===== config.mk =====
export PLATFORM = sky130hd
export DESIGN_NAME = seg_scan_ctrl
export DESIGN_NICKNAME = d
export VERILOG_FILES = /design/src/rtl/seg_disp_pkg.sv /design/src/rtl/seven_seg_decoder.sv /design/src/rtl/seg_scan_ctrl.sv
export SDC_FILE = /design/constraint.sdc
export NUM_CORES = 1
export LEC_CHECK = 0
export CAP_MARGIN = 20
export CORE_ASPECT_RATIO = 1.75
export CORE_MARGIN = 2
export CORE_UTILIZATION = 25
export DETAILED_ROUTE_END_ITERATION = 6
export GPL_TIMING_DRIVEN = 1
export PLACE_DENSITY_LB_ADDON = 0.05
export SYNTH_ARGS = -nofsm -noshare
export SYNTH_HDL_FRONTEND = slang
export SYNTH_SLANG_ARGS = --single-unit

===== constraint.sdc =====
create_clock -name i_clk -period 7.8 [get_ports i_clk]
set_clock_uncertainty 0.2 [all_clocks]
set_input_delay 2.34 -clock i_clk [delete_from_list [all_inputs] [get_ports i_clk]]
set_output_delay 2.34 -clock i_clk [all_outputs]
set_load 0.02 [all_outputs]

===== src/rtl/seg_disp_pkg.sv =====
// ---------------------------------------------------------------------------
// seg_disp_pkg
// Shared constants and helpers for the multiplexed 7-segment display path.
//   SEG_BLANK    : active-low segment pattern with every segment off
//   AN_NONE      : active-low anode vector with every digit off (MAX_DIGITS wide)
//   an_onehot_n  : active-low one-hot anode vector for a digit index
// Anode vectors are built MAX_DIGITS wide; users truncate to their digit count.
// ---------------------------------------------------------------------------
package seg_disp_pkg;

  localparam int MAX_DIGITS = 32;

  localparam logic [6:0]            SEG_BLANK = 7'h7F;
  localparam logic [MAX_DIGITS-1:0] AN_NONE   = '1;

  // Digit idx enabled (driven low), all other anodes high.
  function automatic logic [MAX_DIGITS-1:0] an_onehot_n(input int unsigned idx);
    logic [MAX_DIGITS-1:0] onehot;
    onehot = {{(MAX_DIGITS-1){1'b0}}, 1'b1};
    onehot = onehot << idx;
    return ~onehot;
  endfunction

endpackage


===== src/rtl/seven_seg_decoder.sv =====
// ---------------------------------------------------------------------------
// seven_seg_decoder
// Combinational hex-to-7-segment decoder, active-low outputs.
// Ports:
//   i_hex   in  4  hex nibble 0-F
//   o_seg_n out 7  active-low segments, [0]=a ... [6]=g
// ---------------------------------------------------------------------------
module seven_seg_decoder
  import seg_disp_pkg::*;
(
  input  logic [3:0] i_hex,
  output logic [6:0] o_seg_n
);

  // Bit order is {g,f,e,d,c,b,a}; a 0 lights the segment.
  always_comb begin
    o_seg_n = SEG_BLANK;
    case (i_hex)
      4'h0: o_seg_n = 7'b1000000;
      4'h1: o_seg_n = 7'b1111001;
      4'h2: o_seg_n = 7'b0100100;
      4'h3: o_seg_n = 7'b0110000;
      4'h4: o_seg_n = 7'b0011001;
      4'h5: o_seg_n = 7'b0010010;
      4'h6: o_seg_n = 7'b0000010;
      4'h7: o_seg_n = 7'b1111000;
      4'h8: o_seg_n = 7'b0000000;
      4'h9: o_seg_n = 7'b0010000;
      4'hA: o_seg_n = 7'b0001000;
      4'hB: o_seg_n = 7'b0000011;
      4'hC: o_seg_n = 7'b1000110;
      4'hD: o_seg_n = 7'b0100001;
      4'hE: o_seg_n = 7'b0000110;
      4'hF: o_seg_n = 7'b0001110;
      default: o_seg_n = SEG_BLANK;
    endcase
  end

endmodule


===== src/rtl/seg_scan_ctrl.sv =====
// ---------------------------------------------------------------------------
// seg_scan_ctrl
// Time-multiplexes one hex decoder across NUM_DIGITS common-anode digits.
// Loaded digits land in a holding register and are copied to a shadow
// register only at frame boundaries, so a scan frame is never torn. Each
// digit slot starts with BLANK_CYCLES of all-anodes-off dead time.
// Parameters:
//   NUM_DIGITS   digits per frame (>=1)
//   SCAN_DIV     clock cycles per digit slot (>= BLANK_CYCLES+2)
//   BLANK_CYCLES dead-time cycles at the start of each slot (>=1)
// Ports:
//   i_clk          in  1             rising-edge clock
//   i_rst          in  1             asynchronous active-high reset
//   i_load         in  1             capture i_digits_in / i_blank_in
//   i_digits_in    in  4*NUM_DIGITS  digit k at [4k+3:4k], digit 0 rightmost
//   i_blank_in     in  NUM_DIGITS    1 = digit k dark
//   o_seg_out      out 7             active-low segments, [0]=a ... [6]=g
//   o_an_out       out NUM_DIGITS    active-low anodes, at most one low
//   o_frame_done   out 1             one-cycle pulse per frame boundary
// ---------------------------------------------------------------------------
module seg_scan_ctrl
  import seg_disp_pkg::*;
#(
  parameter int NUM_DIGITS   = 4,
  parameter int SCAN_DIV     = 50000,
  parameter int BLANK_CYCLES = 16
) (
  input  logic                    i_clk,
  input  logic                    i_rst,
  input  logic                    i_load,
  input  logic [4*NUM_DIGITS-1:0] i_digits_in,
  input  logic [NUM_DIGITS-1:0]   i_blank_in,
  output logic [6:0]              o_seg_out,
  output logic [NUM_DIGITS-1:0]   o_an_out,
  output logic                    o_frame_done
);

  localparam int PRE_W = (SCAN_DIV   > 1) ? $clog2(SCAN_DIV)   : 1;
  localparam int IDX_W = (NUM_DIGITS > 1) ? $clog2(NUM_DIGITS) : 1;

  logic [PRE_W-1:0]          r_pre_cnt;
  logic [IDX_W-1:0]          r_idx;
  logic [4*NUM_DIGITS-1:0]   r_hold;
  logic [NUM_DIGITS-1:0]     r_hold_blank;
  logic [4*NUM_DIGITS-1:0]   r_shadow;
  logic [NUM_DIGITS-1:0]     r_shadow_blank;
  logic [6:0]                r_seg;
  logic [NUM_DIGITS-1:0]     r_an;
  logic                      r_frame_done;

  logic                      w_pre_tc;
  logic                      w_frame_edge;
  logic [3:0]                w_digit;
  logic [6:0]                w_seg_dec;
  logic [NUM_DIGITS-1:0]     w_an_sel;
  logic                      w_dark;

  assign w_pre_tc     = (r_pre_cnt == PRE_W'(SCAN_DIV - 1));
  assign w_frame_edge = w_pre_tc && (r_idx == IDX_W'(NUM_DIGITS - 1));

  assign w_digit  = r_shadow[{r_idx, 2'b00} +: 4];
  assign w_an_sel = NUM_DIGITS'(an_onehot_n(32'(r_idx)));
  assign w_dark   = (r_pre_cnt < PRE_W'(BLANK_CYCLES)) || r_shadow_blank[r_idx];

  seven_seg_decoder u_dec (
    .i_hex   (w_digit),
    .o_seg_n (w_seg_dec)
  );

  // Slot prescaler and digit index. The index wraps after the last digit;
  // with a single digit it simply stays at 0.
  always_ff @(posedge i_clk or posedge i_rst) begin
    if (i_rst) begin
      r_pre_cnt <= '0;
      r_idx     <= '0;
    end else if (w_pre_tc) begin
      r_pre_cnt <= '0;
      if (r_idx == IDX_W'(NUM_DIGITS - 1)) r_idx <= '0;
      else                                 r_idx <= r_idx + IDX_W'(1);
    end else begin
      r_pre_cnt <= r_pre_cnt + PRE_W'(1);
    end
  end

  // Double buffer. A load on the frame-boundary edge still lets the shadow
  // take the pre-edge hold contents, so new data shows one frame later.
  // Blank bits reset to 1 so nothing lights before the first load.
  always_ff @(posedge i_clk or posedge i_rst) begin
    if (i_rst) begin
      r_hold         <= '0;
      r_hold_blank   <= '1;
      r_shadow       <= '0;
      r_shadow_blank <= '1;
    end else begin
      if (i_load) begin
        r_hold       <= i_digits_in;
        r_hold_blank <= i_blank_in;
      end
      if (w_frame_edge) begin
        r_shadow       <= r_hold;
        r_shadow_blank <= r_hold_blank;
      end
    end
  end

  // Registered display outputs, one cycle behind the counters. Dead time
  // and suppressed digits both force every anode and segment off.
  always_ff @(posedge i_clk or posedge i_rst) begin
    if (i_rst) begin
      r_seg        <= SEG_BLANK;
      r_an         <= NUM_DIGITS'(AN_NONE);
      r_frame_done <= 1'b0;
    end else begin
      r_frame_done <= w_frame_edge;
      if (w_dark) begin
        r_seg <= SEG_BLANK;
        r_an  <= NUM_DIGITS'(AN_NONE);
      end else begin
        r_seg <= w_seg_dec;
        r_an  <= w_an_sel;
      end
    end
  end

  assign o_seg_out    = r_seg;
  assign o_an_out     = r_an;
  assign o_frame_done = r_frame_done;

endmodule


==> results of run 1 <==
[stage by stage]
stage / utilization (%) / hold WS (ns)
3_5_place_dp: 29.5 / 0.278
5_1_grt: 32.0 / 0.307
3_3_place_gp: 29.5 / 0.266
4_1_cts: 32.0 / 0.286
2_1_floorplan: - / 0.225
6_report: 32.0 / 0.268
[kinds of logic (layout without fill, tap and decap cells)]
family	Yosys count	after routing	synth area share [%]
buffers and inverters	16	59	2.36
DFF	70	70	54.1
and+or+nand+nor	63	63	10.1
AOI/OAI and AO/OA	11	11	2.29
adders and majority gates	11	11	4.19
xor gates and xnor gates	17	17	4.54
muxes	53	53	22.4
[worst paths after layout]
kind | depth (start not counted) | slack (ns) | end | start
worst min-delay path | 1 | 0.27 | r_pre_cnt[0] | r_pre_cnt[0]
worst max register to register | 4 | 4.95 | r_shadow[15] | r_pre_cnt[10]
max in group asynchronous | 3 | 4.41 | r_pre_cnt[8] | i_rst
worst max-delay path | 1 | 3.82 | o_an_out[1] | o_an_out[1]
worst min register to register | 1 | 0.27 | r_pre_cnt[0] | r_pre_cnt[0]
min in group asynchronous | 3 | 2.38 | r_pre_cnt[5] | i_rst
[cell usage in the layout, fill, tap and decap left out, types with 2 or more instances in the layout]
cell type / netlist / routed
a21oi_1: 2 / 2
and3_1: 3 / 3
buf_4: 0 / 2
bufinv_16: 0 / 2
clkbuf_16: 0 / 9
clkdlybuf4s50_1: 0 / 34
clkinv_2: 0 / 2
clkinvlp_4: 0 / 2
dfrtp_1: 51 / 51
dfstp_2: 19 / 19
ha_1: 11 / 11
inv_1: 7 / 6
mux2_2: 24 / 24
mux2_4: 20 / 20
mux2i_1: 3 / 3
mux4_2: 6 / 6
nand2_1: 15 / 15
nand3_1: 12 / 12
nand4_1: 3 / 3
nor2_1: 15 / 15
nor3_1: 4 / 4
nor3b_1: 2 / 2
o21ai_0: 2 / 2
o311ai_0: 2 / 2
o31ai_1: 2 / 2
xnor2_1: 5 / 5
xor2_1: 12 / 12
[sequential cells by signal (all words and copies together), names as in the netlist]
name	count
r_shadow_blank	4
r_hold_blank	4
r_hold	16
r_pre_cnt	16
r_idx	2
o_frame_done	1
o_seg_out	7
o_an_out	4
r_shadow	16
[cell type report]
class / count / area (µm²) / area share [%]
clock buffer: 10 / 239 / 5.79
timing repair buffer: 36 / 355 / 8.62
sequential: 70 / 1780 / 43.1
multi-input combinational: 155 / 1430 / 34.6
inverter: 7 / 26.3 / 0.637
clock inverter: 6 / 85.1 / 2.06
tap: 171 / 214 / 5.19
[layer usage]
metal / wire length [µm] / track usage (%) / part of all wire [%] / vias to the layer above
met5: 0 / 0 / 0 / -
met2: 3410 / 17.0 / 52 / 30
met3: 247 / 2.71 / 3.7 / 10
met4: 153 / 5.27 / 2.3 / 0
met1: 2780 / 12.1 / 42 / 974
li1: - / - / - / 927
[where the power goes]
part / total (mW) / switching (mW) / internal (mW)
Clock: 0.441 / 0.154 / 0.287
Sequential: 0.381 / 0.00554 / 0.376
Combinational: 0.0321 / 0.0126 / 0.0195
==> qor.csv, run 1 <==
metric,value,unit
worstPathMaxFanout,1,
die_h,156,µm
syn_nets,275,
die_area,14100,µm²
cp_num_buf_inv,1,
final_nets,313,
synth_common_cells,"51 x dfrtp_1, 24 x mux2_2, 20 x mux2_4",
synth_top_cell_by_area,dfrtp_1,
drc,0,
ys_ff_latch,70,
fillers,1319,
synth_area_leaders,"dfrtp_1 39%, dfstp_2 15%, mux2_4 9.1%",
synth_ff_type,dfrtp_1,
worst_slack,3.82,ns
vias_per_cell,4.27,
fin_tns_setup,0,ns
path_delay_family,buffers and inverters,
finish.cell_count_without_fillers,455,
cts_tree,built,
cp.arrival,1.44,ns
wl_per_cell,14.5,µm
syn-cell-area,3280,µm²
antenna_left,0,
dr.pass1.iters,3,
core,12900,µm²
clock_latency,0.33,ns
ios,35,
slowest_delay,0.60,ns
grt_pass1_vias,2060,
drt-total-wl,6590,µm
drive_gt1_share,32.7,%
critical_path.endpoint_type,output pin,
numPortBuffers,34,
vias,1941,
power-per-cell-area,207,nW/µm²
grt_pass1_wl,11100,µm
cts_setup_buffers,0,
maxCapViolCount,0,
async_flop_share,100,%
hold_viol,0,
yosysUniqueCellTypes,36,
cp.required,5.26,ns
yosysMostFrequentCell,dfrtp_1,
antenna_found_initial,0,
initial_core_util,25.5,%
status,"complete, no violations",
rsz0062_at_grt,false,
ys_seq_area_share,54.1,%
yosys.area.top_type_share,38.9,%
worst_setup_path_start_kind,register,
criticalPathCategory,reg -> out,
cts_hold_buf,0,
cts_sinks,70,
clk_pin_slew_worst_paths,0.06,ns
cts_root_buf,clkbuf_16,
leakage,1.80,nW
hpwl,4620,µm
drt_iter0_drc,39,
cts_buffers,9,
min_period,3.98,ns
dpl-instance-area,3800,µm²
grt_max_degree,71,
dp.cells,439,
final_area,4120,µm²
synth.avg_cell_area,13.6,µm²
fin_crit_sh,51.0,%
global_route.overflow_total,0,
fp-row-count,55,
post_cts_resize_count,0,
pre_cts_ws,3.55,ns
synthCells,241,
dieWidth,90.6,µm
worstMarginPinSlew,0.960,ns
total_power,0.855,mW
synth_edf_count,0,
hold_class,reg -> reg,
slowest_stage,clkdlybuf4s50_1,
drv_slew,0,
gp_congestion,0.728,
max_freq,252,MHz
setup_violations,0,
areaGrowthSynthToFinish,25.7,%
yosysWarnings,0,
cts_buffer_depth,2,
slew_headroom,35.8,%
crit_chain,clkdlybuf4s50_1,
peakVddDrop,0.0000962,V
htree_levels,3,
grt.total_usage,10.2,%
diodes,0,
Note: power is estimated with default switching activity, not from simulation.
==> run 2: changes to the inputs <==
==> constraint.sdc (replaced) <==
create_clock -name i_clk -period 3.2 [get_ports i_clk]
set_clock_uncertainty 0.2 [all_clocks]
set_input_delay 0.96 -clock i_clk [delete_from_list [all_inputs] [get_ports i_clk]]
set_output_delay 0.96 -clock i_clk [all_outputs]
set_load 0.02 [all_outputs]
==> qor.csv, run 2 (synthesis gave the netlist of run 1 again) <==
metric,value,unit
core,12900,µm²
hpwl,4730,µm
cts_sinks,70,
top_regs,"r_hold x16, r_pre_cnt x16, r_shadow x16",
diodes,0,
clk_pin_slew_worst_paths,0.06,ns
status,"complete, no violations",
dr.pass1.iters,4,
critical_path.endpoint_type,output pin,
cts_root_buf,clkbuf_16,
grt.total_usage,10.6,%
drive_gt1_share,33.4,%
setup_violations,0,
rsz0062_at_grt,false,
hold_viol,0,
clock_latency,0.33,ns
antenna_left,0,
slew_headroom,65.6,%
vias_per_cell,4.27,
wl_per_cell,14.5,µm
fin_crit_sh,81.4,%
cts_buffer_depth,2,
hp-start,r_pre_cnt[0],
areaGrowthSynthToFinish,26.7,%
worstPathMaxFanout,1,
max_freq,384,MHz
regToRegStartpoint,r_pre_cnt[10],
fin_util,32.3,%
ios,35,
cts_hold_buf,0,
worst_setup_path_start_kind,register,
die_area,14100,µm²
cts_tree,built,
vias,1954,
drv_slew,0,
slowest_delay,0.59,ns
cp.required,2.04,ns
gp_congestion,0.721,
fp-row-count,55,
htree_levels,3,
layout_commonest_cell,dfrtp_1,
cts_buffers,9,
cp.arrival,1.45,ns
worstMarginPinSlew,0.511,ns
power-per-cell-area,508,nW/µm²
fillers,1315,
drt_iter0_drc,41,
grt_max_degree,40,
multi_input_area,1430,µm²
most-common-layout-cells,"51 x dfrtp_1, 34 x clkdlybuf4s50_1, 24 x mux2_2",
maxCapViolCount,0,
cts_setup_buffers,0,
antenna_found_initial,0,
die_h,156,µm
path_delay_family,buffers and inverters,
post_cts_resize_count,0,
drt-total-wl,6630,µm
dieWidth,90.6,µm
final_nets,316,
min_period,2.61,ns
critPathLaunch,o_seg_out[1],
initial_core_util,25.5,%
grt_pass1_wl,11400,µm
worst_slack,0.594,ns
pre_cts_ws,0.784,ns
crit_chain,clkdlybuf4s50_1,
global_route.overflow_total,0,
hold_slack,0.255,ns
cp_num_buf_inv,1,
leakage,1.81,nW
slowest_stage,clkdlybuf4s50_1,
area.sequential,1780,µm²
numPortBuffers,34,
peakVddDrop,0.000254,V
fin_tns_setup,0,ns
drc,0,
grt_pass1_vias,2070,
criticalPathCategory,reg -> out,
hold_class,reg -> reg,
## run 2: path summary, 6_finish.rpt
check | to | slack [ns] | depth (start not counted)
max | o_seg_out[1] | 0.59 | 1
min | r_pre_cnt[0] | 0.26 | 1
max reg2reg | r_shadow[10] | 0.84 | 5
min reg2reg | r_pre_cnt[0] | 0.26 | 1
max in group asynchronous | o_seg_out[0] | 1.41 | 3
min in group asynchronous | r_pre_cnt[2] | 0.75 | 2
## run 2: layer usage
layer  track usage (%)  part of all wire [%]  vias to the layer above
met5                 0                     0                        -
met4              6.37                   2.5                        0
met3              2.42                   2.8                        9
met2              17.6                    52                       33
met1              12.3                    43                      983
li1                  -                     -                      929
## run 2: power by group
part / internal [mW] / switching (mW) / leakage, nW
logic: 0.0504 / 0.0313 / 0.801
clock network: 0.701 / 0.399 / 0.154
registers: 0.916 / 0.0140 / 0.859
## run 2: stage by stage
stage               instances  total power [mW]  instance area, µm²
floorplan                 241             0.983                3280
global placement          442              1.03                3830
CTS                       458              2.15                4160
global route              458              2.20                4160
finish                    458              2.11                4160
detailed placement        442              1.03                3830
## run 2: layout make-up
cell class	instances	area share [%]
sequential	70	42.7
multi-input combinational	155	34.4
timing repair buffer	39	9.39
clock buffer	10	5.75
tap	171	5.14
clock inverter	6	2.05
inverter	7	0.632
==> run 3: changes to the inputs <==
==> constraint.sdc (replaced) <==
create_clock -name i_clk -period 2.6 [get_ports i_clk]
set_clock_uncertainty 0.2 [all_clocks]
set_input_delay 0.78 -clock i_clk [delete_from_list [all_inputs] [get_ports i_clk]]
set_output_delay 0.78 -clock i_clk [all_outputs]
set_load 0.02 [all_outputs]
==> qor.csv, run 3 (synthesis gave the netlist of run 1 again) <==
metric,value,unit
regToRegStartpoint,r_idx[0],
total_power,2.54,mW
final_nets,316,
grt.total_usage,10.6,%
maxCapViolCount,0,
antenna_found_initial,0,
max_freq,412,MHz
slowest_stage,clkdlybuf4s50_1,
die_h,156,µm
clock_latency,0.34,ns
numPortBuffers,34,
clk_pin_slew_worst_paths,0.06,ns
cp.arrival,1.44,ns
drc,0,
vias_per_cell,4.23,
worstPathMaxFanout,1,
hold_viol,0,
min_period,2.42,ns
cts_tree,built,
htree_levels,3,
drv_slew,0,
dr.pass1.iters,4,
hp-start,r_pre_cnt[0],
hold_class,reg -> reg,
slew_headroom,67.1,%
reg2regPathDepth,5,
hold_depth,1,
cts_buffer_depth,2,
cts_setup_buffers,0,
cp_num_buf_inv,1,
dieWidth,90.6,µm
grt_pass1_wl,11200,µm
criticalPathCategory,reg -> out,
grt_pass1_vias,2098,
slowest_delay,0.59,ns
path_depth,1,
layout_commonest_cell,dfrtp_1,
hpwl,4810,µm
cts_sinks,70,
drt_iter0_drc,48,
cp.required,1.62,ns
core,12900,µm²
critical_path.endpoint_type,output pin,
antenna_left,0,
grt_max_degree,65,
areaGrowthSynthToFinish,26.9,%
diodes,0,
top_regs,"r_hold x16, r_pre_cnt x16, r_shadow x16",
worst_setup_path_start_kind,register,
most-common-layout-cells,"51 x dfrtp_1, 34 x clkdlybuf4s50_1, 24 x mux2_2",
rsz0062_at_grt,false,
pre_cts_ws,0.196,ns
die_area,14100,µm²
path_delay_family,buffers and inverters,
fp-row-count,55,
peakVddDrop,0.000320,V
fin_tns_setup,0,ns
drt-total-wl,6700,µm
ios,35,
setup_violations,0,
cts_buffers,9,
cts_root_buf,clkbuf_16,
worstMarginPinSlew,0.492,ns
status,"complete, no violations",
wl_per_cell,14.6,µm
critPathLaunch,o_an_out[3],
crit_chain,clkdlybuf4s50_1,
vias,1936,
power-per-cell-area,611,nW/µm²
drive_gt1_share,33.8,%
worst_slack,0.175,ns
global_route.overflow_total,0,
leakage,1.81,nW
initial_core_util,25.5,%
fin_crit_sh,93.3,%
gp_congestion,0.751,
[run 3: cell count changes in the layout (fill, tap and decap cells not counted)]
| cell | before | now |
|---|---|---|
| inv_2 | 1 | 0 |
| clkbuf_8 | 1 | 3 |
| a31oi_2 | 0 | 1 |
| clkinv_2 | 2 | 0 |
| a31oi_1 | 1 | 0 |
| bufinv_16 | 2 | 1 |
| clkinvlp_4 | 2 | 3 |
| clkinv_4 | 0 | 1 |
[run 3: final cells by class]
class	count	area (µm²)
inverters	7	30.0
well taps	171	214
clock inverters	4	53.8
flip-flops and latches	70	1780
clock buffers	12	267
multi-input cells	155	1440
fillers	1297	8700
repair buffers	39	390
[run 3: path summary, 6_finish.rpt]
| check | endpoint | slack, ns |
|---|---|---|
| hold reg to reg | r_pre_cnt[0] | 0.25 |
| setup reg to reg | o_seg_out[3] | 0.28 |
| hold / removal | r_pre_cnt[0] | 0.25 |
| setup / recovery | o_an_out[3] | 0.18 |
| max in group asynchronous | o_seg_out[4] | 1.08 |
| min in group asynchronous | r_pre_cnt[12] | 0.50 |
[run 3: repair_timing]
action,4_1_cts,5_1_grt
endpoints found under the hold margin,0,0
gates resized for setup,0,1
hold buffers,0,0
endpoints found under the setup margin,0,1
[run 3: layer usage]
layer,up-vias,GRT usage (%),routed length (µm)
met5,-,0,0
met4,0,7.03,203
met3,11,2.37,209
met2,34,17.8,3520
met1,964,11.9,2760
li1,927,-,-
[run 3: metrics by stage]
step,instance area [µm²],util (%),hold WS [ns],cells
6_report,4170,32.4,0.252,458
5_1_grt,4170,32.4,0.281,458
4_1_cts,4160,32.3,0.255,458
3_5_place_dp,3840,29.8,0.247,442
3_3_place_gp,3840,29.8,0.241,442
2_1_floorplan,3290,-,0.225,241
[run 3: power breakdown]
group	total (mW)	switching (mW)	internal, mW	leakage (nW)
clock	1.30	0.477	0.822	0.151
sequential	1.14	0.0174	1.13	0.859
combinational	0.100	0.0388	0.0613	0.800
